`src/rtl/fetch_unit_if.sv`:
```
// Fetch-stage bundle: hazard controls, redirect target, instruction-memory read port and IF/ID outputs.
interface fetch_unit_if #(
  parameter int PC_W    = 32,
  parameter int INSTR_W = 16
);
  logic               stall;
  logic               flush;
  logic               redirect_valid;
  logic [PC_W-1:0]    redirect_pc;
  logic [PC_W-1:0]    imem_addr;
  logic [INSTR_W-1:0] imem_rdata;
  logic [INSTR_W-1:0] if_instr;
  logic [INSTR_W-1:0] if_imm;
  logic [PC_W-1:0]    if_pc;
  logic               if_valid;
  logic               busy_boot;

  modport master (
    input  stall, flush, redirect_valid, redirect_pc, imem_rdata,
    output imem_addr, if_instr, if_imm, if_pc, if_valid, busy_boot
  );

  modport slave (
    output stall, flush, redirect_valid, redirect_pc, imem_rdata,
    input  imem_addr, if_instr, if_imm, if_pc, if_valid, busy_boot
  );
endinterface

```
`src/rtl/fetch_unit.sv`:
```
// Instruction fetch into IF/ID: 1 cycle for plain words, 2 (one bubble) for LDM + immediate; stall freezes everything.
// Define BOOT_VECTOR_EN to load the start PC from memory words 0 (high half) and 1 (low half) after reset.
module fetch_unit #(
  parameter int              PC_W       = 32,
  parameter int              INSTR_W    = 16,
  parameter int              OPC_W      = 5,
  parameter logic [OPC_W-1:0] IMM_OPCODE = 5'b10010,
  parameter logic [PC_W-1:0]  RESET_PC   = 32
) (
  input logic          clk,
  input logic          reset,
  fetch_unit_if.master bus
);
  typedef enum logic [1:0] {BOOT_HI, BOOT_LO, FETCH, FETCH_IMM} state_t;

  state_t             state_q;
  logic [PC_W-1:0]    pc_q;
  logic [PC_W-1:0]    pc_d;
  logic [PC_W-1:0]    hold_pc_q;
  logic [PC_W-1:0]    if_pc_q;
  logic [INSTR_W-1:0] hold_q;
  logic [INSTR_W-1:0] if_instr_q;
  logic [INSTR_W-1:0] if_imm_q;
  logic               if_valid_q;
  logic               is_imm;

  assign pc_d   = pc_q + PC_W'(1);
  assign is_imm = (bus.imem_rdata[INSTR_W-1 -: OPC_W] == IMM_OPCODE);

  assign bus.if_instr = if_instr_q;
  assign bus.if_imm   = if_imm_q;
  assign bus.if_pc    = if_pc_q;
  assign bus.if_valid = if_valid_q;

`ifdef BOOT_VECTOR_EN
  logic busy_boot_q;

  assign bus.busy_boot = busy_boot_q;

  always_comb begin
    case (state_q)
      BOOT_HI: bus.imem_addr = '0;
      BOOT_LO: bus.imem_addr = PC_W'(1);
      default: bus.imem_addr = pc_q;
    endcase
  end
`else
  assign bus.busy_boot = 1'b0;
  assign bus.imem_addr = pc_q;
`endif

  always_ff @(posedge clk or posedge reset) begin
    if (reset) begin
      if_instr_q <= '0;
      if_imm_q   <= '0;
      if_pc_q    <= '0;
      if_valid_q <= 1'b0;
      hold_q     <= '0;
      hold_pc_q  <= '0;
`ifdef BOOT_VECTOR_EN
      pc_q        <= '0;
      state_q     <= BOOT_HI;
      busy_boot_q <= 1'b1;
`else
      pc_q    <= RESET_PC;
      state_q <= FETCH;
`endif
    end else begin
      case (state_q)
`ifdef BOOT_VECTOR_EN
        BOOT_HI: begin
          pc_q[PC_W-1:INSTR_W] <= bus.imem_rdata;
          state_q              <= BOOT_LO;
        end
        BOOT_LO: begin
          pc_q[INSTR_W-1:0] <= bus.imem_rdata;
          state_q           <= FETCH;
          busy_boot_q       <= 1'b0;
        end
`endif
        default: begin
          if (bus.redirect_valid) begin
            // A half-fetched LDM is dropped; the hold register is simply overwritten later.
            pc_q       <= bus.redirect_pc;
            state_q    <= FETCH;
            if_valid_q <= 1'b0;
          end else if (bus.flush || !bus.stall) begin
            pc_q <= pc_d;
            if (state_q == FETCH_IMM) begin
              if_instr_q <= hold_q;
              if_imm_q   <= bus.imem_rdata;
              if_pc_q    <= hold_pc_q;
              if_valid_q <= !bus.flush;
              state_q    <= FETCH;
            end else if (is_imm) begin
              hold_q     <= bus.imem_rdata;
              hold_pc_q  <= pc_q;
              if_valid_q <= 1'b0;
              state_q    <= FETCH_IMM;
            end else begin
              if_instr_q <= bus.imem_rdata;
              if_imm_q   <= '0;
              if_pc_q    <= pc_q;
              if_valid_q <= !bus.flush;
            end
          end
        end
      endcase
    end
  end
endmodule

```
`src/flat_wrapper.sv`:
```
// flat-port wrapper written by rule: the top's interface ports become plain ports
module fetch_unit_flat 
#(
  parameter int              PC_W       = 32,
  parameter int              INSTR_W    = 16,
  parameter int              OPC_W      = 5,
  parameter logic [OPC_W-1:0] IMM_OPCODE = 5'b10010,
  parameter logic [PC_W-1:0]  RESET_PC   = 32
)
  (clk, reset, bus_stall, bus_flush, bus_redirect_valid, bus_redirect_pc, bus_imem_rdata, bus_imem_addr, bus_if_instr, bus_if_imm, bus_if_pc, bus_if_valid, bus_busy_boot);
  fetch_unit_if #(.PC_W(PC_W), .INSTR_W(INSTR_W)) bus_i ();
  input logic clk;
  input logic reset;
  input wire logic [$bits(bus_i.stall)-1:0] bus_stall;
  input wire logic [$bits(bus_i.flush)-1:0] bus_flush;
  input wire logic [$bits(bus_i.redirect_valid)-1:0] bus_redirect_valid;
  input wire logic [$bits(bus_i.redirect_pc)-1:0] bus_redirect_pc;
  input wire logic [$bits(bus_i.imem_rdata)-1:0] bus_imem_rdata;
  output wire logic [$bits(bus_i.imem_addr)-1:0] bus_imem_addr;
  output wire logic [$bits(bus_i.if_instr)-1:0] bus_if_instr;
  output wire logic [$bits(bus_i.if_imm)-1:0] bus_if_imm;
  output wire logic [$bits(bus_i.if_pc)-1:0] bus_if_pc;
  output wire logic [$bits(bus_i.if_valid)-1:0] bus_if_valid;
  output wire logic [$bits(bus_i.busy_boot)-1:0] bus_busy_boot;
  assign bus_i.stall = bus_stall;
  assign bus_i.flush = bus_flush;
  assign bus_i.redirect_valid = bus_redirect_valid;
  assign bus_i.redirect_pc = bus_redirect_pc;
  assign bus_i.imem_rdata = bus_imem_rdata;
  assign bus_imem_addr = bus_i.imem_addr;
  assign bus_if_instr = bus_i.if_instr;
  assign bus_if_imm = bus_i.if_imm;
  assign bus_if_pc = bus_i.if_pc;
  assign bus_if_valid = bus_i.if_valid;
  assign bus_busy_boot = bus_i.busy_boot;
  fetch_unit #(.PC_W(PC_W), .INSTR_W(INSTR_W), .OPC_W(OPC_W), .IMM_OPCODE(IMM_OPCODE), .RESET_PC(RESET_PC)) u_core (.clk(clk), .reset(reset), .bus(bus_i));
endmodule
```
`config.mk`:
```
export PLATFORM = sky130hd
export DESIGN_NAME = fetch_unit_flat
export DESIGN_NICKNAME = d
export VERILOG_FILES = /design/src/rtl/fetch_unit_if.sv /design/src/rtl/fetch_unit.sv /design/src/flat_wrapper.sv
export SDC_FILE = /design/constraint.sdc
export NUM_CORES = 1
export LEC_CHECK = 0
export CAP_MARGIN = 20
export CORE_UTILIZATION = 39
export DETAILED_ROUTE_END_ITERATION = 16
export HOLD_SLACK_MARGIN = 0.06
export SLEW_MARGIN = 15
export SYNTH_ARGS = -nofsm -noshare
export SYNTH_HDL_FRONTEND = slang
export SYNTH_SLANG_ARGS = --single-unit
```
`constraint.sdc`:
```
create_clock -name clk -period 5.3 [get_ports clk]
set_input_delay 0.53 -clock clk [delete_from_list [all_inputs] [get_ports clk]]
set_output_delay 0.53 -clock clk [all_outputs]
set_load 0.02 [all_outputs]
```
==> run metrics, run 1 <==
post-cts sizing count 0; dominant synthesized flop cell dfrtp_1; grt ovf 0; WL/cell 15.9 µm; Yosys top cell by area dfrtp_1; Starting Density 40.4%; slew margin rel. 28.8%; slowest CP cell dfrtp_4; grt peak-use layer met2; Clock Latency Late Sink 0.43 ns; Synth Area in XOR/XNOR 3.66%; FF+latch count, synth 146; status completed; DRC 0; CTS tree yes; RSZ-0062 raised after global routing false; setup ws final 2.49 ns; Die Wd 131 µm; most common cell after layout, fill and taps aside clkdlybuf4s50_1; yosys warns 0; final hold vios 0; kind of critical path reg -> reg; max-slew violations 0; total power 0.00316 W; Yosys cell types 39; first-pass GRT wire length 25200 µm; routability-driven placement congestion ratio 0.768; routed vias/inst 5.03; crit path time final 2.81 ns; Final nets 790; I/O pin total 151; Setup Viol. Count Final 0; worst ir drop on vdd 0.000211 V; dpl ws 2.03 ns; WP data arrival 3.10 ns; Setup TNS 0 ns; GRT Util Overall 19.4%; share of the synthesized area in the top cell type 56.2%; worst min-delay path class reg -> reg; async set-reset flop share out of synthesis 100%; DRT Wirelength 15300 µm; Layout area overhead 35.7%; Power Density 361 nW/µm²; EDFF count, synth 0; CTS Buffer Depth 2; clk_skew 0.0144 ns; mux contribution to synthesized area 14.9%; CTS Sinks 146; most frequent cells in the layout clkdlybuf4s50_1, dfrtp_1, nand2_1; largest net degree at the start of global routing 113; global-route met2 utilization 28.8%; diode count 0; CP bufs+invs 1; Seq/Total Area, Yosys 56.6%; Syn Std Cell Area 6460 µm²; Lkg Pwr 3.67 nW; Routed Antenna Nets 0; Syn Inst Count 604; Synth Area in Compound Gates 6.78%; post-DP HPWL 10200 µm; initial detailed-routing violation count 277; fin crit share 53.0%; non-filler instance count after layout 965; initial antenna violation count 0; CTS clock-pin slew for the worst setup and hold paths 0.06 ns; GRT met1 Usage 27.7%; share of layout cells above drive strength 1 12.3%; worst-margin pin slew 1.07 ns; drt pass-1 iters 4; nature of the critical path endpoint register; Post-Syn Nets 658; largest cells by area after synthesis dfrtp_1, mux2_2, mux2i_1; Data required, critical path 5.60 ns; port bufs 149; startpoint types register; vias after detailed routing 4851; die area 17100 µm²; Cells after DPL 932; CP Max Fanout 66; cell family with most CP delay simple AND/OR/NAND/NOR gates; crit-path max cell delay 0.86 ns; met3 Usage GRT 4.48%; CTS root buf clkbuf_16; H-tree depth 4; Die Y 131 µm; Synth Area in Adders 0.194%; Inserted Clock Buffers 17; crit path cell chain nor2b_1, and4b_1, and3_2, buf_12, mux2_2; Post-Synth Simple-Gate Area 14.7%; Fill cells 1411; Post-CTS Hold Fix Bufs 0; MaxCap Viol Count 0; vias in the first global route 4852; Mean Syn Cell Area 10.7 µm²; Peak Freq 0.356 GHz; largest family of logic cells by synthesized area multiplexers; Post-CTS Setup Inserts 0; Core Rows 46; Core Region 16000 µm²
[state kept, by name (all words and copies together) (netlist names)]
signal,flops
u_core.bus.if_valid,1
u_core.hold_q,16
u_core.bus.if_instr,16
u_core.hold_pc_q,32
u_core.state_q,1
u_core.bus.if_pc,32
u_core.bus.imem_addr,32
u_core.bus.if_imm,16
[worst register-to-register path, delay by kind of cell, from the launching register on]
family | cells | cell delay, ns
mux | 1 | 0.36
buf+inv | 1 | 0.28
simple gates | 3 | 1.19
flops | 1 | 0.86
[stage by stage]
step                hold WS [ns]  instance area [µm²]  util, %
CTS                        0.469                 8730     54.6
global placement           0.449                 8070     50.5
finish                     0.465                 8760     54.8
detailed placement         0.456                 8090     50.6
global route               0.481                 8760     54.8
floorplan                  0.439                 6460        -
[cell families (layout without fill, tap and decap cells)]
| logic type | Yosys count | count (layout) |
|---|---|---|
| compound gates | 85 | 85 |
| xor+xnor | 27 | 27 |
| buf+inv | 48 | 193 |
| fa+ha+maj | 1 | 1 |
| flops | 146 | 146 |
| other cells | 1 | 1 |
| simple gates | 205 | 205 |
| mux | 91 | 91 |
[final timing paths]
kind | to | slack, ns | cells past startpoint | from
max in group asynchronous | u_core.bus.if_imm[12] | 3.48 | 3 | reset
min in group asynchronous | u_core.bus.if_pc[26] | 0.71 | 2 | reset
min | u_core.bus.if_imm[12] | 0.46 | 2 | u_core.bus.if_imm[12]
min reg2reg | u_core.bus.if_imm[12] | 0.46 | 2 | u_core.bus.if_imm[12]
max | u_core.hold_pc_q[27] | 2.49 | 5 | u_core.state_q[0]
max reg2reg | u_core.hold_pc_q[27] | 2.49 | 5 | u_core.state_q[0]
[metal layers]
metal	vias to the layer above	share of wire, %
li1	2328	-
met1	2370	50
met2	138	44
met3	15	4.8
met4	0	1.3
met5	-	0
[report_power, final]
part	internal [W]	leakage, nW	switching, W
clock	0.000807	0.305	0.000467
combinational	0.000266	1.50	0.000256
sequential	0.00125	1.86	0.000115
total	0.00233	3.67	0.000838
[final cells by class]
| cell class | count | area [µm²] | area share [%] |
|---|---|---|---|
| Timing Repair Buffer | 152 | 1540 | 17.6 |
| Sequential cell | 146 | 3660 | 41.7 |
| Clock buffer | 22 | 494 | 5.64 |
| Multi-Input combinational cell | 410 | 2610 | 29.8 |
| Clock inverter | 10 | 148 | 1.68 |
| Tap cell | 216 | 270 | 3.08 |
| Inverter | 9 | 38.8 | 0.443 |
[Yosys cell counts, types with 8 or more instances]
cell and count:
o21ai_0 77, clkbuf_1 30, dfrtp_1 145, mux2_2 43
nand3_1 26, nand2_1 122, nor2_1 8, nor3_1 10
mux2i_1 48, inv_1 9, nor4_1 8, xnor2_1 25
(Power assumes the default switching activity.)
==> run 2, diff against run 1 <==
==> constraint.sdc (replaced) <==
create_clock -name clk -period 2.8 [get_ports clk]
set_input_delay 0.28 -clock clk [delete_from_list [all_inputs] [get_ports clk]]
set_output_delay 0.28 -clock clk [all_outputs]
set_load 0.02 [all_outputs]
==> run metrics, run 2 (synthesis results as in run 1) <==
status completed; CTS tree yes; Data required, critical path 3.13 ns; vias after detailed routing 4826; largest net degree at the start of global routing 75; I/O pin total 151; cell family with most CP delay simple AND/OR/NAND/NOR gates; GRT Util Overall 19.6%; R2R Setup Slk 0.52 ns; share of layout cells above drive strength 1 13.2%; Post-CTS Setup Inserts 0; Lkg Pwr 3.70 nW; crit path time final 2.28 ns; Setup TNS 0 ns; Cells after DPL 941; Core Rows 46; post-DP HPWL 10700 µm; Core Region 16000 µm²; post-cts sizing count 0; slew margin rel. 32.7%; drt pass-1 iters 4; dpl ws 0.266 ns; most frequent cells in the layout clkdlybuf4s50_1, dfrtp_1, nand2_1; kind of critical path reg -> reg; WL/cell 16.0 µm; CTS root buf clkbuf_16; DRC 0; clk_skew 0.00641 ns; uppermost layer routed met4; Setup Viol. Count Final 0; worst ir drop on vdd 0.000436 V; CTS Buffer Depth 2; startpoint types register; Starting Density 40.4%; CTS Sinks 146; CP Max Fanout 9; H-tree depth 4; initial antenna violation count 0; Die Wd 131 µm; Power Density 668 nW/µm²; Final nets 798; routability-driven placement congestion ratio 0.788; diode count 0; worst min-delay path class in -> async; Clock Latency Late Sink 0.42 ns; fin crit share 81.4%; setup ws final 0.520 ns; grt ovf 0; DRT Wirelength 15600 µm; crit path cell chain nand4_4, or4_4, or3_4, or3_1, a31oi_1; most common cell after layout, fill and taps aside clkdlybuf4s50_1; RSZ-0062 raised after global routing false; first-pass GRT wire length 25400 µm; Post-CTS Hold Fix Bufs 0; max-slew violations 0; CTS clock-pin slew for the worst setup and hold paths 0.06 ns; port bufs 149; slowest CP cell dfrtp_1; MaxCap Viol Count 0; CP bufs+invs 0; Layout area overhead 36.5%; Inserted Clock Buffers 17; Routed Antenna Nets 0; Peak Freq 0.439 GHz; WP data arrival 2.61 ns; initial detailed-routing violation count 218; non-filler instance count after layout 973; routed vias/inst 4.96; metal3 WL 1010 µm; Die Y 131 µm; nature of the critical path endpoint register; M1 wire length 7280 µm; final hold vios 0; crit-path max cell delay 0.53 ns; met2 WL 7060 µm; worst-margin pin slew 1.01 ns; die area 17100 µm²; vias in the first global route 4890
## run 2: cell count changes in the layout (fill, tap and decap cells not counted), sizes merged
cell      previous run  this run
buf                  4        12
clkbuf              22        18
clkinv               3         6
clkinvlp             3         5
inv                 10         9
## run 2: final cells by class
class / count / area (µm²)
clock buffers: 18 / 439
clock inverters: 14 / 163
fillers: 1440 / 7190
inverters: 9 / 37.5
multi-input cells: 410 / 2610
flip-flops and latches: 146 / 3660
well taps: 216 / 270
repair buffers: 160 / 1630
## run 2: per-stage QoR
| step | total power [W] | hold slack [ns] | util, % | instance area, µm² |
|---|---|---|---|---|
| floorplan | 0.00310 | 0.351 | - | 6460 |
| global placement | 0.00361 | 0.449 | 51.3 | 8210 |
| detailed placement | 0.00364 | 0.453 | 51.3 | 8210 |
| CTS | 0.00595 | 0.279 | 55.1 | 8810 |
| global route | 0.00616 | 0.314 | 55.1 | 8810 |
| finish | 0.00589 | 0.275 | 55.1 | 8810 |
## run 2: worst reg2reg max path, delay by kind of cell, from the launching register on
family           cells  cell delay, ns
AO/OA/AOI/OAI        1            0.19
flip-flops           1            0.53
AND/OR/NAND/NOR      4            1.47
## run 2: layer usage
| metal | GRT usage (%) | vias up |
|---|---|---|
| met5 | 0 | - |
| met4 | 6.56 | 0 |
| met3 | 5.25 | 16 |
| met2 | 30.7 | 148 |
| met1 | 26.2 | 2306 |
| li1 | - | 2356 |
## run 2: path summary, 6_finish.rpt
kind                                          startpoint                       end  depth (start not counted)
worst max-delay path            u_core.bus.imem_addr[12]  u_core.bus.imem_addr[27]                          5
worst min-delay path                               reset      u_core.bus.if_pc[27]                          2
worst max register to register  u_core.bus.imem_addr[12]  u_core.bus.imem_addr[27]                          5
worst min register to register      u_core.bus.if_imm[3]      u_core.bus.if_imm[3]                          2
max in group asynchronous                          reset   u_core.bus.imem_addr[5]                          3
min in group clk                      bus_redirect_valid  u_core.bus.imem_addr[27]                          3
## run 2: where the power goes
group / internal (W) / switching (W)
clock network: 0.00142 / 0.000879
registers: 0.00237 / 0.000212
logic: 0.000514 / 0.000494
total: 0.00430 / 0.00159
